## src/rtl/seq_divider_pkg.sv

```systemverilog
// Shared types and constants for the sequential restoring divider.
package seq_divider_pkg;

    typedef enum logic [1:0] {IDLE, RUN, DONE} div_state_t;

    localparam int unsigned MAX_W = 64;

    // Quotient reported for a zero divisor: all ones across the low w bits.
    function automatic logic [MAX_W-1:0] zero_div_quotient(input int unsigned w);
        logic [MAX_W-1:0] q;
        q = '0;
        for (int unsigned i = 0; i < MAX_W; i++) begin
            if (i < w) q[i] = 1'b1;
        end
        return q;
    endfunction

endpackage

```

## src/rtl/full_subtractor_nb.sv

```systemverilog
// W-bit ripple-style subtractor: diff = a - b - bin, bout set on underflow.
module full_subtractor_nb #(
    parameter int unsigned W = 9
) (
    input  logic [W-1:0] a,
    input  logic [W-1:0] b,
    input  logic         bin,
    output logic [W-1:0] diff,
    output logic         bout
);

    logic [W:0] ext;

    always_comb begin
        ext = {1'b0, a} - {1'b0, b} - {{W{1'b0}}, bin};
    end

    assign diff = ext[W-1:0];
    assign bout = ext[W];

endmodule

```

## src/rtl/seq_divider_nb.sv

```systemverilog
// Multi-cycle unsigned restoring divider: one shift-subtract step per clock.
module seq_divider_nb
    import seq_divider_pkg::*;
#(
    parameter int unsigned N = 8
) (
    input  logic         clk,
    input  logic         rst,
    input  logic         start,
    input  logic [N-1:0] A,
    input  logic [N-1:0] B,
    output logic         busy,
    output logic         done,
    output logic [N-1:0] Q,
    output logic [N-1:0] R,
    output logic         div_by_zero
);

    localparam int unsigned CW = $clog2(N + 1);
    localparam logic [MAX_W-1:0] QZ_WIDE = zero_div_quotient(N);
    localparam logic [N-1:0] QZ = QZ_WIDE[N-1:0];

    div_state_t     state;
    logic [N-1:0]   qreg;
    logic [N-1:0]   dreg;
    logic [N:0]     rem;
    logic [CW-1:0]  cnt;

    logic [N:0]     shifted;
    logic [N:0]     trial;
    logic           borrow;
    logic [N:0]     rem_next;
    logic [N-1:0]   q_next;

    // Upper half of {rem, qreg} << 1; rem[N] is always 0 so nothing is lost.
    always_comb begin
        shifted = (rem << 1) | {{N{1'b0}}, qreg[N-1]};
    end

    full_subtractor_nb #(
        .W(N + 1)
    ) u_sub (
        .a    (shifted),
        .b    ({1'b0, dreg}),
        .bin  (1'b0),
        .diff (trial),
        .bout (borrow)
    );

    always_comb begin
        rem_next = borrow ? shifted : trial;
        q_next   = {qreg[N-2:0], ~borrow};
    end

    always_ff @(posedge clk) begin
        if (rst) begin
            state       <= IDLE;
            busy        <= 1'b0;
            done        <= 1'b0;
            Q           <= '0;
            R           <= '0;
            div_by_zero <= 1'b0;
            cnt         <= '0;
            qreg        <= '0;
            dreg        <= '0;
            rem         <= '0;
        end else begin
            done <= 1'b0;
            unique case (state)
                IDLE, DONE: begin
                    if (start) begin
                        qreg        <= A;
                        dreg        <= B;
                        rem         <= '0;
                        div_by_zero <= 1'b0;
                        cnt         <= CW'(N);
                        if (B == '0) begin
                            state       <= DONE;
                            done        <= 1'b1;
                            Q           <= QZ;
                            R           <= A;
                            div_by_zero <= 1'b1;
                        end else begin
                            state <= RUN;
                            busy  <= 1'b1;
                        end
                    end else begin
                        state <= IDLE;
                    end
                end
                RUN: begin
                    qreg <= q_next;
                    rem  <= rem_next;
                    cnt  <= cnt - CW'(1);
                    if (cnt == CW'(1)) begin
                        state <= DONE;
                        busy  <= 1'b0;
                        done  <= 1'b1;
                        Q     <= q_next;
                        R     <= rem_next[N-1:0];
                    end
                end
                default: begin
                    state <= IDLE;
                    busy  <= 1'b0;
                end
            endcase
        end
    end

endmodule
```

## config.mk

```make
export PLATFORM = sky130hd
export DESIGN_NAME = seq_divider_nb
export DESIGN_NICKNAME = d
export VERILOG_FILES = /design/src/rtl/seq_divider_pkg.sv /design/src/rtl/full_subtractor_nb.sv /design/src/rtl/seq_divider_nb.sv
export SDC_FILE = /design/constraint.sdc
export NUM_CORES = 1
export LEC_CHECK = 0
export CORE_UTILIZATION = 50
export CTS_BUF_LIST = sky130_fd_sc_hd__clkbuf_4
export CTS_CLUSTER_SIZE = 28
export DETAILED_ROUTE_END_ITERATION = 8
export GPL_TIMING_DRIVEN = 0
export PLACE_DENSITY = 0.85
export REMOVE_ABC_BUFFERS = 1
export SLEW_MARGIN = 20
export SYNTH_ARGS = -nofsm -noshare
export SYNTH_HDL_FRONTEND = slang
export SYNTH_SLANG_ARGS = --single-unit
export TNS_END_PERCENT = 50
```

## constraint.sdc

```tcl
create_clock -name clk -period 2.7 [get_ports clk]
set_clock_uncertainty 0.2 [all_clocks]
set_input_delay 0.405 -clock clk [delete_from_list [all_inputs] [get_ports clk]]
set_output_delay 0.405 -clock clk [all_outputs]
set_load 0.01 [all_outputs]
```

==> results.py <==
metrics = {
    "route": {
        "route.detailed.drc": 0,
        "ant_nets": 0,
        "first_pass_iters": 4,
        "wl_mm": 5.33,
        "drt-initial-drc-count": 104,
        "wl_per_cell_um": 14.0,
        "vias_per_cell": 5.84,
        "vias": 2224,
    },
    "sta": {
        "whs_ps": 183,
        "fmax_mhz": 386,
        "drv_slew": 0,
        "hold_viol_final": 0,
        "period_share_pct": 95.9,
        "worst_pin_slew_ps": 862,
        "slew_headroom_pct": 42.5,
        "layout_min_cycle_time_ps": 2590,
        "rsz0062_at_grt": "false",
        "setup_violations": 0,
    },
    "cells_and_area": {
        "fin_nets": 358,
        "synthToLayoutAreaGrowth_pct": 21.3,
        "final_area_mm2": 0.00284,
        "post-route-util_pct": 64.3,
        "n_fill_cell": 403,
        "n_antenna_cell": 0,
        "drive_above_1_share_pct": 5.47,
    },
    "clocking": {
        "cts.reportedPaths.clkPinSlew_ps": 150,
        "ctsHoldBuffers": 0,
        "cts_buffers": 5,
        "clockBufferDepth": 2,
        "clock_sinks": 49,
        "cts_tree": "yes",
        "htree_levels": 2,
        "clk_latency_ps": 380,
        "postCtsSetupBuffers": 0,
        "clock-root-buffer": "clkbuf_4",
    },
    "place": {
        "io_buffer_count": 37,
        "hpwl_mm": 3.81,
        "dpl_cell_area_mm2": 0.00273,
        "gp_congestion": 0.932,
    },
    "global_routing": {
        "grt_pass1_vias": 2017,
        "grt-ovfl-total": 0,
        "grt_pass1_wl_mm": 8.91,
        "antenna_found_initial": 0,
        "grt_use_total_pct": 22.3,
        "grt_start_max_net_pins": 36,
    },
    "job": {
        "maxCapViolCount": 0,
    },
    "power_and_ir_drop": {
        "p_leak_uw": 0.00107,
        "ir_drop_mv": 0.329,
        "powerDensity_mw_per_mm2": 624,
    },
    "synthesis": {
        "synth_cell_types": 41,
        "synth_edf_count": 0,
        "synthTopCellsByCount": "nand2_1 (56), dfxtp_1 (49), nor2_1 (39), a21oi_1 (27), nor3_1 (16)",
        "synthFlopType": "dfxtp_1",
        "yosysMostFrequentCell": "nand2_1",
        "synth_warnings": 0,
        "ys_ff_latch": 49,
        "yosysTopAreaCellShare_pct": 41.9,
        "yosysTopAreaCell": "dfxtp_1",
        "synth_area_mm2": 0.00234,
        "netlist_top_cells_area": "dfxtp_1 (42%), nand2_1 (9.0%), nor2_1 (6.3%), a21oi_1 (5.8%), a311oi_1 (5.6%)",
        "syn-instance-count": 298,
        "avgSynthCellArea_um2": 7.85,
        "synthArstFlopShare_pct": 0,
        "ys_seq_area_share_pct": 41.9,
    },
    "min_path": {
        "hold_start": "rst",
        "holdPathEnd": "state[0]",
        "holdPathStages": 2,
        "hold_class": "in2reg",
    },
    "floorplan": {
        "die_w_um": 70.4,
        "ioPinCount": 38,
        "die_area_mm2": 0.00495,
        "num_rows": 24,
        "initial_utilization_pct": 53.0,
        "fp.coreArea_mm2": 0.00441,
        "die_h_um": 70.4,
    },
    "worst_setup_path": {
        "endpoint_kind": "flop",
        "cp_max_fo": 8,
        "worstSetupPathType": "reg2reg",
        "crit_path_start_kind": "flop",
        "r2r_setup_slack_ps": 110,
        "crit_path_cell_trace": "inv_1 -> ha_1 -> a21o_1 -> a211o_1 -> a41o_1 -> nor2_4 -> a31oi_1 -> a311oi_1",
        "max_stage_delay_ps": 380,
        "ff2ff_path_depth": 8,
        "cp.arrival_ps": 2690,
        "r2r-start": "dreg[6]",
        "reg2reg_to": "R[2]",
        "required_ps": 2800,
        "crit_slowest_cell": "dfxtp_1",
    },
    "status": {
        "run_status": "completed",
    },
}
==> report_power, final <==
part | internal (uW) | switching (uW)
clock | 196 | 247
combinational | 208 | 304
sequential | 775 | 40.6
==> routing by layer <==
metal,up-vias,GRT usage (%),share of wire (%)
met5,-,0,0
met4,0,8.22,0.99
met3,6,3.75,5.1
met2,56,37.7,49
met1,1047,28.5,45
li1,1115,-,-
==> area by class of cell <==
type,instances,area (um^2),share of cell area [%]
sequential,49,981,34.6
clock buffer,5,37.5,1.32
multi-input combinational,221,1270,44.9
clock inverter,3,46.3,1.63
tap,52,65.1,2.29
timing repair buffer,38,385,13.6
inverter,13,48.8,1.72
==> sequential cells by signal, summed over array words and instances, names as in the netlist <==
name         cells
Q                8
R                8
dreg             8
qreg             8
rem              8
cnt              4
state            2
busy             1
div_by_zero      1
done             1
==> critical path: cells and delay by family, from the launching register on <==
kind | cells | cell delay, ps
simple gates | 1 | 190
compound gates | 5 | 1310
fa+ha+maj | 1 | 370
buf+inv | 1 | 70
flops | 1 | 380
==> cells in the final DEF, fill, tap and decap left out, types with 2 or more instances in the layout <==
cell / instances
nand3_1: 4
inv_1: 13
nor2b_1: 2
a311oi_1: 15
o21ai_0: 6
nor2_1: 39
a211oi_1: 2
and2_1: 2
a31oi_1: 4
nor3_1: 16
o21a_1: 4
a21oi_1: 27
dfxtp_1: 49
nor4_1: 3
nand2b_1: 3
clkdlybuf4s50_1: 36
o211ai_1: 3
nand2_1: 55
clkbuf_4: 5
ha_1: 10
a211o_1: 2
==> through the flow <==
stage               std cells  power [uW]  setup WS [ps]  TNS (ps)
global route              381        1870           5.30         0
detailed placement        373        1320           -560     -3540
finish                    381        1770            112         0
floorplan                 283        1170            397         0
global placement          372        1300           -510     -6220
CTS                       381        1760           43.1         0
==> kinds of logic after synthesis <==
| family | synth area share [%] |
|---|---|
| multiplexers | 0.428 |
| AND/OR/NAND/NOR | 24.3 |
| flip-flops | 41.9 |
| AO/OA/AOI/OAI | 22.5 |
| buffers and inverters | 4.60 |
| adder cells (fa/ha/maj) | 6.21 |
==> worst max path at each step <==
| stage | startpoint | end | cells after the start |
|---|---|---|---|
| after detailed placement | start | R[5] | 5 |
| after global placement | start | R[5] | 5 |
| after CTS | dreg[6] | R[1] | 8 |
| after floorplan | dreg[6] | R[1] | 8 |
| after global routing | dreg[1] | R[1] | 8 |
| final | dreg[6] | R[2] | 8 |
==> what timing repair did <==
| action | in CTS | in global routing |
|---|---|---|
| endpoints found under the hold margin | 0 | 0 |
| resized for setup | 1 | 3 |
| pin swaps | 0 | 1 |
| setup endpoints to repair | 1 | 6 |
(Power assumes the default switching activity.)
